File: config.mk
export PLATFORM = sky130hd
export DESIGN_NAME = lfsr_gen
export DESIGN_NICKNAME = d
export VERILOG_FILES = /design/src/rtl/lfsr_gen.sv
export SDC_FILE = /design/constraint.sdc
export NUM_CORES = 1
export LEC_CHECK = 0
export BUFFER_PORTS_ARGS = -buffer_cell sky130_fd_sc_hd__buf_4
export CORE_MARGIN = 1
export CORE_UTILIZATION = 29
export CTS_CLUSTER_DIAMETER = 200
export DETAILED_ROUTE_END_ITERATION = 8
export GPL_TIMING_DRIVEN = 0
export PLACE_DENSITY = 0.56
export SYNTH_ARGS = -nofsm -noshare
export SYNTH_HDL_FRONTEND = slang
export SYNTH_SLANG_ARGS = --single-unit
File: constraint.sdc
create_clock -name clk -period 2.7 [get_ports clk]
set_input_delay 0.54 -clock clk [delete_from_list [all_inputs] [get_ports clk]]
set_output_delay 0.54 -clock clk [all_outputs]
set_load 0.05 [all_outputs]
File: src/rtl/lfsr_gen.sv
// Runtime-configurable Fibonacci/Galois LFSR with loadable seed and taps,
// all-zero lockup recovery and period measurement back to the loaded seed.
module lfsr_gen #(
  parameter int              WIDTH      = 8,
  parameter logic [WIDTH-1:0] RESET_SEED = WIDTH'(1),
  parameter logic [WIDTH-1:0] RESET_TAP  = WIDTH'(8'hB8)
) (
  input  logic             clk,
  input  logic             resetn,
  input  logic             load,
  input  logic [WIDTH-1:0] seed,
  input  logic [WIDTH-1:0] tap,
  input  logic             mode,
  input  logic             en,
  output logic [WIDTH-1:0] dout,
  output logic             bit_out,
  output logic             lockup,
  output logic             lockup_seen,
  output logic [WIDTH-1:0] period,
  output logic             period_valid
);

  typedef enum logic {
    FIBONACCI = 1'b0,
    GALOIS    = 1'b1
  } mode_e;

  logic [WIDTH-1:0] r_lfsr;
  logic [WIDTH-1:0] r_seed;
  logic [WIDTH-1:0] r_tap;
  mode_e            r_mode;
  logic [WIDTH-1:0] r_cnt;
  logic [WIDTH-1:0] r_period;
  logic             r_period_valid;
  logic             r_lockup_seen;

  logic [WIDTH-1:0] w_fib;
  logic [WIDTH-1:0] w_gal;
  logic [WIDTH-1:0] w_next;
  logic             w_lockup;
  logic             w_cnt_full;

  assign w_fib      = {r_lfsr[WIDTH-2:0], ^(r_lfsr & r_tap)};
  assign w_gal      = (r_lfsr << 1) ^ (r_lfsr[WIDTH-1] ? r_tap : '0);
  assign w_lockup   = (r_lfsr == '0);
  assign w_cnt_full = &r_cnt;

  // NOTE: every variable assigned in always_comb gets a default first, so no
  // path through the block leaves it unassigned and infers a latch.
  always_comb begin
    w_next = w_fib;
    if (w_lockup) begin
      w_next = WIDTH'(1);
    end else if (r_mode == GALOIS) begin
      w_next = w_gal;
    end
  end

  // NOTE: sequential state uses non-blocking assignments only, so every
  // register samples the pre-edge values of the others regardless of order.
  always_ff @(posedge clk or negedge resetn) begin
    if (!resetn) begin
      r_lfsr         <= RESET_SEED;
      r_seed         <= RESET_SEED;
      r_tap          <= RESET_TAP;
      r_mode         <= FIBONACCI;
      r_cnt          <= '0;
      r_period       <= '0;
      r_period_valid <= 1'b0;
      r_lockup_seen  <= 1'b0;
    end else if (load) begin
      r_lfsr         <= seed;
      r_seed         <= seed;
      r_tap          <= tap;
      r_mode         <= mode_e'(mode);
      r_cnt          <= '0;
      r_period       <= '0;
      r_period_valid <= 1'b0;
      r_lockup_seen  <= 1'b0;
    end else if (en) begin
      r_lfsr <= w_next;
      if (w_lockup) begin
        r_lockup_seen <= 1'b1;
      end
      // Recovery counts as a step; a saturated count leaves the flag low.
      if (!r_period_valid) begin
        if (w_next == r_seed) begin
          r_period       <= r_cnt + WIDTH'(1);
          r_period_valid <= 1'b1;
        end else if (!w_cnt_full) begin
          r_cnt <= r_cnt + WIDTH'(1);
        end
      end
    end
  end

  assign dout         = r_lfsr;
  assign bit_out      = r_lfsr[WIDTH-1];
  assign lockup       = w_lockup;
  assign lockup_seen  = r_lockup_seen;
  assign period       = r_period;
  assign period_valid = r_period_valid;

endmodule

# Word-level counts from Yosys, hierarchy flattened
# Cells that the tools add are included.
[classes]
add_sub_neg = 1
mul = 0
div_mod_pow = 0
order_cmp = 0
eq_ne = 4
shifts = 0
mux = 21
bitwise_logic = 2
n_reduce_logical = 9
[op_table]
columns = ["operator", "n"]
rows = [
  ["$mux W8", 14],
  ["$add A8 B1 Y8 const B", 1],
  ["$and A8 B8 Y8", 1],
  ["$eq A8 B8 Y1", 1],
  ["$logic_not A8 Y1", 1],
  ["$reduce_and A8 Y1", 1],
  ["$reduce_xor A8 Y1", 1],
  ["$xor A8 B8 Y8", 1],
  ["$mux W1", 7],
  ["$ne A2 B2 Y1 const B", 3],
  ["$reduce_bool A2 Y1", 3],
  ["$reduce_and A4 Y1", 1],
  ["$reduce_and A3 Y1", 1],
  ["$reduce_and A2 Y1", 1],
]
[totals]
regBits = 43
latchBits = 0
ram_bits = 0
rom_bits = 0
in_bits = 21
mem_count = 0

# Logic depth before layout (Yosys ltp)
# Gate-level depths: netlist of the first run.
[logic_depth]
word_depth = 9
mapped_depth = 10

# Worst setup path after synthesis of the first run
# OpenSTA, ideal clock, no wires.
[synth_timing]
kind = "register -> register"
start = "register r_lfsr[7], in the netlist dout[7]"
end = "register r_period[0], in the netlist period[0]"
setup_time_ns = 0.125
arrival_ns = 2.712
t_required_ns = 2.575
path_slack_ns = -0.137
stages_incl_launch_ff = 8
synth_period_minus_slack_ns = 2.837
path_cell_list = "dfrtp_1 > or4_4 > nor2_4 > a21oi_2 > and2_4 > mux2_4 > o21ai_4 > mux2_4"
[synth_between]
word_cells_on_any_way = 10
cone_classes = "eq/ne: 1; mux: 3; bitwise: 2; reduce/logical: 4"
[synth_lines]
columns = ["element", "line_no", "rtl"]
rows = [
  ["start: declaration", "28", "logic [WIDTH-1:0] r_lfsr;"],
  ["start signal: assignment", "81", "r_lfsr <= w_next;"],
  ["$logic_not A8 Y1", "45", "assign w_lockup = (r_lfsr == '0);"],
  ["named net lockup", "17", "output logic lockup,"],
  ["$mux W8", "52", "if (w_lockup) begin"],
  ["$eq A8 B8 Y1", "87", "if (w_next == r_seed) begin"],
  ["$reduce_bool A2 Y1 (no line)", "n/a", ""],
  ["$reduce_and A3 Y1 (no line)", "n/a", ""],
  ["end signal: assignment", "88", "r_period <= r_cnt + WIDTH'(1);"],
  ["end: declaration", "33", "logic [WIDTH-1:0] r_period;"],
]
# The timed path passes the listed nets, and every way through them passes these cells.
# A chain may end at the register's enable or synchronous reset.

# Worst setup path after layout of the first run
[layout_timing]
start = "register r_lfsr[0], in the netlist dout[0]"
end = "register r_cnt[2]"
[layout_between]
elab_chain_cells = 7
word_cells_on_any_way = 9
cone_classes = "eq/ne: 2; mux: 2; bitwise: 2; reduce/logical: 3"
[layout_lines]
columns = ["element", "line_no", "rtl"]
rows = [
  ["$and A8 B8 Y8", "43", "assign w_fib = {r_lfsr[WIDTH-2:0], ^(r_lfsr & r_tap)};"],
  ["$reduce_xor A8 Y1", "43", ""],
  ["$mux W8", "54", "end else if (r_mode == GALOIS) begin"],
  ["$mux W8 (*)", "52", ""],
  ["$eq A8 B8 Y1 (*)", "87", ""],
  ["$ne A2 B2 Y1 (no line) (*)", "n/a", ""],
  ["$reduce_and A4 Y1 (no line) (*)", "n/a", ""],
  ["end signal: assignment", "91", "r_cnt <= r_cnt + WIDTH'(1);"],
  ["end: declaration", "32", "logic [WIDTH-1:0] r_cnt;"],
]
# Every way passes the cells marked *; elsewhere a longest branch is shown, timed or not.

==> results of run 1 <==
-- final cells by class --
class	instances	area, µm²
Buffer	14	60.1
Clock buffer	7	76.3
Clock inverter	1	30.0
Fill cell	895	5540
Inverter	10	37.5
Multi-Input combinational cell	197	1420
Sequential cell	43	1090
Tap cell	108	135
Timing Repair Buffer	38	285
-- layout by cell type (no fill, tap or decap), drive strengths merged, types with 2 or more instances in the layout --
| master | Yosys | final |
|---|---|---|
| nor2b | 8 | 8 |
| nand2b | 10 | 10 |
| mux2 | 17 | 17 |
| buf | 4 | 42 |
| or4 | 3 | 3 |
| o21ai | 26 | 26 |
| nor4b | 6 | 6 |
| and2 | 2 | 2 |
| nand2 | 26 | 26 |
| dfstp | 6 | 6 |
| o311ai | 8 | 8 |
| and3 | 10 | 10 |
| dfrtp | 37 | 37 |
| xnor3 | 5 | 5 |
| nor2 | 17 | 17 |
| xor2 | 4 | 4 |
| clkbuf | 10 | 17 |
| xnor2 | 18 | 18 |
| nand3 | 10 | 10 |
| inv | 10 | 10 |
| mux2i | 3 | 3 |
| a21oi | 18 | 18 |
-- power groups by stage --
stage | clock network (mW) | registers (mW) | logic (mW)
2_1_floorplan | 0 | 0.810 | 0.312
3_3_place_gp | 0 | 0.778 | 0.488
3_5_place_dp | 0 | 0.779 | 0.493
4_1_cts | 0.510 | 0.767 | 0.495
5_1_grt | 0.537 | 0.777 | 0.532
6_report | 0.493 | 0.768 | 0.492
-- stage by stage --
step                cells  setup WS, ns  util (%)
finish                418         0.130      36.1
global route          418       0.00576      36.1
CTS                   418        0.0991      36.0
detailed placement    410         0.126      34.8
global placement      410         0.146      34.8
floorplan             264        0.0130         -
-- registers in the layout (all words and copies together), names as in the netlist --
register      count
r_seed            8
r_mode            1
dout              8
r_tap             8
period            8
period_valid      1
r_cnt             8
lockup_seen       1
-- critical path: cells and delay by family, from the launching register on --
| kind | cells | cell delay (ns) |
|---|---|---|
| and+or+nand+nor | 2 | 0.53 |
| AOI/OAI and AO/OA | 1 | 0.24 |
| muxes | 1 | 0.37 |
| DFF | 1 | 0.61 |
| xor gates and xnor gates | 3 | 0.67 |
-- path summary, 6_finish.rpt --
kind	to	depth (start not counted)	start	slack [ns]
worst max-delay path	r_cnt[2]	7	dout[0]	0.13
worst min-delay path	period[5]	1	resetn	0.23
worst max register to register	r_cnt[2]	7	dout[0]	0.13
worst min register to register	lockup_seen	2	lockup_seen	0.51
max in group asynchronous	dout[5]	1	resetn	2.05
min in group clk	dout[1]	3	seed[1]	0.46
-- cells by family after synthesis --
kind of cell	Yosys count	share of synthesized area [%]
flip-flops	43	41.9
AO/OA/AOI/OAI	56	13.0
AND/OR/NAND/NOR	93	19.3
adder cells (fa/ha/maj)	1	0.484
buffers and inverters	24	3.73
XOR/XNOR	27	11.8
multiplexers	20	9.73
-- metal layers --
layer  track usage [%]  vias up  wire length (µm)
met3              2.82        9               243
met2              23.9       44              3020
met4              4.41        0                91
met1              19.7     1048              3020
met5                 0        -                 0
li1                  -     1009                 -
==> flow_metrics.py, run 1 <==
metrics = {
    "power": {
        "p_int_mw": 1.19,
        "leakagePower_nw": 1.38,
        "p_sw_share_pct": 32.1,
        "clockPowerShare_pct": 28.1,
        "power.total_mw": 1.75,
        "power_switching_mw": 0.563,
        "powerDensity_nw_per_um2": 559,
        "pwr-share-comb_pct": 28.1,
        "irDropWorstVdd_mv": 0.194,
        "p_seq_share_pct": 43.8,
    },
    "grt": {
        "grt_max_degree": 44,
        "grt_pass1_wl_um": 10200,
        "antenna_found_initial": 0,
        "grt.total_usage_pct": 14.7,
        "grt-ovfl-total": 0,
        "grt_pass1_vias": 1999,
    },
    "drt": {
        "routed_wl_um": 6380,
        "drc_errors": 0,
        "viasPerCell": 5.05,
        "via_count": 2110,
        "wl_per_cell_um": 15.3,
        "firstDrtPassIters": 4,
        "drt_iter0_drc": 93,
        "drtAntennaViolNets": 0,
    },
    "synth": {
        "synth_edf_count": 0,
        "synth_top_flop_cell": "dfrtp_1",
        "yosysUniqueCellTypes": 39,
        "yosysMostFrequentCell": "dfrtp_1",
        "netlist_top_cells_area": "dfrtp_1 36%, dfstp_2 6.1%, xnor2_1 6.1%",
        "syn_area_um2": 2580,
        "yosysTopAreaCell": "dfrtp_1",
        "ys_seq_elements": 43,
        "syn-num-nets": 286,
        "synth_top_area_share_pct": 35.8,
        "syn-instance-count": 264,
        "yosys_warnings": 0,
        "ys_seq_area_share_pct": 41.9,
        "postSynthAreaPerCell_um2": 9.79,
        "async_flop_share_pct": 100,
        "yosys-top-cells-count": "37 x dfrtp_1, 26 x nand2_1, 24 x o21ai_0",
    },
    "timing": {
        "hold_violations": 0,
        "finalCriticalPeriod_ns": 2.57,
        "finalSetupViolCount": 0,
        "rsz0062_at_grt": "no",
        "holdWs_ns": 0.230,
        "fmax_ghz": 0.389,
        "slew_violations": 0,
        "worstMarginPinSlew_ns": 0.767,
        "finalCritPeriodShare_pct": 95.2,
        "finClkSkew_ns": 0.00844,
        "finalSetupTns_ns": 0,
        "slew_headroom_pct": 47.4,
    },
    "setup_path": {
        "path_cells": "nand2_1 -> xnor2_1 -> xnor2_1 -> xnor2_1 -> mux2_4 -> nor2_1 -> o311ai_0",
        "cpMostUsedCell": "xnor2_1",
        "worstPathRequired_ns": 2.84,
        "crit_path_start_kind": "flip-flop",
        "slowest_stage": "dfstp_2",
        "crit_path_end_kind": "flip-flop",
        "path_class": "reg -> reg",
        "worstPathMaxFanout": 8,
        "arrival_ns": 2.71,
        "crit_path_max_incr_delay_ns": 0.61,
    },
    "floorplanning": {
        "pin_count": 41,
        "row_count": 34,
        "start_util_pct": 29.8,
        "coreArea_um2": 8680,
        "die_h_um": 96.4,
        "die-area_um2": 9290,
        "fp.dieW_um": 96.4,
    },
    "cts": {
        "cts_made_buffers": 5,
        "cts_hold_buf": 0,
        "cts.path.max_buffers": 2,
        "cts_setup_buffers": 0,
        "post_cts_resized": 0,
        "cts-root-buf": "clkbuf_8",
        "path_clk_slew_ns": 0.08,
        "htreeDepth": 2,
        "cts_tree": "built",
        "cts_sinks": 43,
        "clock_latency_ns": 0.30,
    },
    "outcome": {
        "status": "finished, final reports clean",
    },
    "cells_and_area": {
        "final_nets": 331,
        "drive_above_1_share_pct": 27.7,
        "synthToLayoutAreaGrowth_pct": 21.2,
        "antenna-diode-count": 0,
        "postLayoutCellArea_um2": 3130,
    },
    "placement": {
        "hpwl_um": 4510,
        "routabilityCongestion": 0.824,
        "port_buffers": 38,
        "place_area_um2": 3020,
    },
    "worst_hold_path": {
        "worstHoldPathType": "in -> async",
    },
    "run": {
        "drv_cap": 0,
    },
}
Note: power is estimated with default switching activity, not from simulation.
==> run 2: changes to the inputs <==
--- a/config.mk
+++ b/config.mk
@@ -6,12 +6,14 @@
 export NUM_CORES = 1
 export LEC_CHECK = 0
 export BUFFER_PORTS_ARGS = -buffer_cell sky130_fd_sc_hd__buf_4
+export CELL_PAD_IN_SITES_DETAIL_PLACEMENT = 2
+export CELL_PAD_IN_SITES_GLOBAL_PLACEMENT = 2
 export CORE_MARGIN = 1
 export CORE_UTILIZATION = 29
 export CTS_CLUSTER_DIAMETER = 200
 export DETAILED_ROUTE_END_ITERATION = 8
 export GPL_TIMING_DRIVEN = 0
-export PLACE_DENSITY = 0.56
+export PLACE_DENSITY = 0.67
 export SYNTH_ARGS = -nofsm -noshare
 export SYNTH_HDL_FRONTEND = slang
 export SYNTH_SLANG_ARGS = --single-unit
==> flow_metrics.py, run 2 (synthesis gave the netlist of run 1 again) <==
metrics = {
    "outcome": {
        "status": "finished, final reports clean",
    },
    "cts": {
        "cts_made_buffers": 5,
        "htreeDepth": 2,
        "cts_hold_buf": 0,
        "clock_latency_ns": 0.30,
        "cts.path.max_buffers": 2,
        "cts-root-buf": "clkbuf_8",
        "path_clk_slew_ns": 0.09,
        "cts_tree": "built",
        "cts_sinks": 43,
    },
    "timing": {
        "finClkSkew_ns": 0.00827,
        "finalSetupTns_ns": 0,
        "holdWs_ns": 0.244,
        "finalSetupViolCount": 0,
        "finalCritPeriodShare_pct": 94.4,
        "slew_headroom_pct": 45.7,
        "worstMarginPinSlew_ns": 0.792,
        "fmax_ghz": 0.392,
        "finalCriticalPeriod_ns": 2.55,
        "finalWorstSetupSlack_ns": 0.152,
        "slew_violations": 0,
        "rsz0062_at_grt": "no",
        "hold_violations": 0,
    },
    "drt": {
        "drt_iter0_drc": 56,
        "via_count": 2161,
        "routed_wl_um": 7920,
        "wl_per_cell_um": 18.9,
        "viasPerCell": 5.16,
        "drc_errors": 0,
        "firstDrtPassIters": 4,
        "drtAntennaViolNets": 0,
    },
    "cells_and_area": {
        "synthToLayoutAreaGrowth_pct": 22.3,
        "layout_common_cells": "39 x buf_4, 31 x dfrtp_1, 26 x nand2_1",
        "final_nets": 332,
        "seq_area_um2": 1090,
        "fillers": 986,
        "multi_input_area_um2": 1440,
        "final_common_cell": "buf_4",
        "drive_above_1_share_pct": 29.6,
        "antenna-diode-count": 0,
        "postLayoutCellArea_um2": 3160,
    },
    "power": {
        "leakagePower_nw": 1.40,
        "irDropWorstVdd_mv": 0.222,
        "powerDensity_nw_per_um2": 553,
    },
    "run": {
        "drv_cap": 0,
    },
    "floorplanning": {
        "fp.dieW_um": 96.4,
        "pin_count": 41,
        "die-area_um2": 9290,
        "coreArea_um2": 8680,
        "die_h_um": 96.4,
        "row_count": 34,
        "start_util_pct": 29.8,
    },
    "setup_path": {
        "cp-startpoint": "r_mode",
        "worstPathRequired_ns": 2.88,
        "worstPathMaxFanout": 10,
        "reg2regPathDepth": 10,
        "r2r_end": "period[7]",
        "arrival_ns": 2.73,
        "rr_startpoint": "r_mode",
        "crit_path_start_kind": "flip-flop",
        "r2r_setup_slack_ns": 0.15,
        "path_class": "reg -> reg",
        "crit_path_end_kind": "flip-flop",
    },
    "grt": {
        "antenna_found_initial": 0,
        "grt.total_usage_pct": 18.8,
        "grt_pass1_vias": 2362,
        "grt_pass1_wl_um": 12800,
        "grt-ovfl-total": 0,
        "grt_max_degree": 44,
    },
    "placement": {
        "routabilityCongestion": 0.768,
        "pre_cts_ws_ns": -0.00596,
        "hpwl_um": 5630,
        "port_buffers": 38,
        "place_area_um2": 3020,
    },
    "worst_hold_path": {
        "worstHoldPathType": "in -> async",
    },
}
[run 2: power breakdown]
part	switching, mW	total, mW	leakage, nW	internal [mW]
combinational	0.307	0.532	0.813	0.226
sequential	0.0661	0.769	0.534	0.703
clock	0.240	0.448	0.0482	0.207
[run 2: worst max-delay path by stage]
stage | endpoint | slack (ns) | depth (start not counted)
after floorplan | period[0] | 0.01 | 7
after global placement | r_cnt[2] | 0.02 | 7
after detailed placement | r_cnt[5] | -0.006 | 7
after CTS | r_cnt[2] | 0.04 | 8
after global routing | period_valid | 0.04 | 10
final | period[7] | 0.15 | 10
[run 2: timing repair]
item,in CTS,in global routing
buffers inserted,0,1
pin swaps,1,1
hold endpoints to repair,0,0
gates resized for setup,1,6
gates cloned,0,0
setup endpoints to repair,13,14
[run 2: worst max-delay path, cell delays in order (launching register included)]
cell     delay [ns]
dfrtp_1        0.36
buf_2          0.21
and2_1         0.22
nand2_1        0.10
xnor2_1        0.13
or4_1          0.51
buf_2          0.22
nor2_2         0.14
o21ai_4        0.08
buf_12         0.16
mux2_4         0.30
[run 2: final cells by class]
| cell class | instances | share of cell area [%] |
|---|---|---|
| Multi-Input combinational cell | 197 | 45.6 |
| Sequential cell | 43 | 34.5 |
| Timing Repair Buffer | 39 | 9.66 |
| Tap cell | 108 | 4.28 |
| Clock buffer | 7 | 2.73 |
| Buffer | 14 | 1.90 |
| Inverter | 10 | 1.19 |
| Clock inverter | 1 | 0.158 |
[run 2: per-layer routing]
layer  routed length (µm)  share of wire (%)  up-vias  global-route usage, %
li1                     -                  -     1010                      -
met1                 3580                 45     1112                   23.5
met2                 4080                 52       35                   33.6
met3                  197                2.5        4                   2.74
met4                   57               0.72        0                   5.02
met5                    0                  0        -                      0
[run 2: per-stage QoR]
stage          power (mW)  utilization, %  std cells
3_5_place_dp         1.30            34.8        410
6_report             1.75            36.4        419
3_3_place_gp         1.29            34.8        410
4_1_cts              1.77            35.9        418
2_1_floorplan        1.12               -        264
5_1_grt              1.86            36.4        419
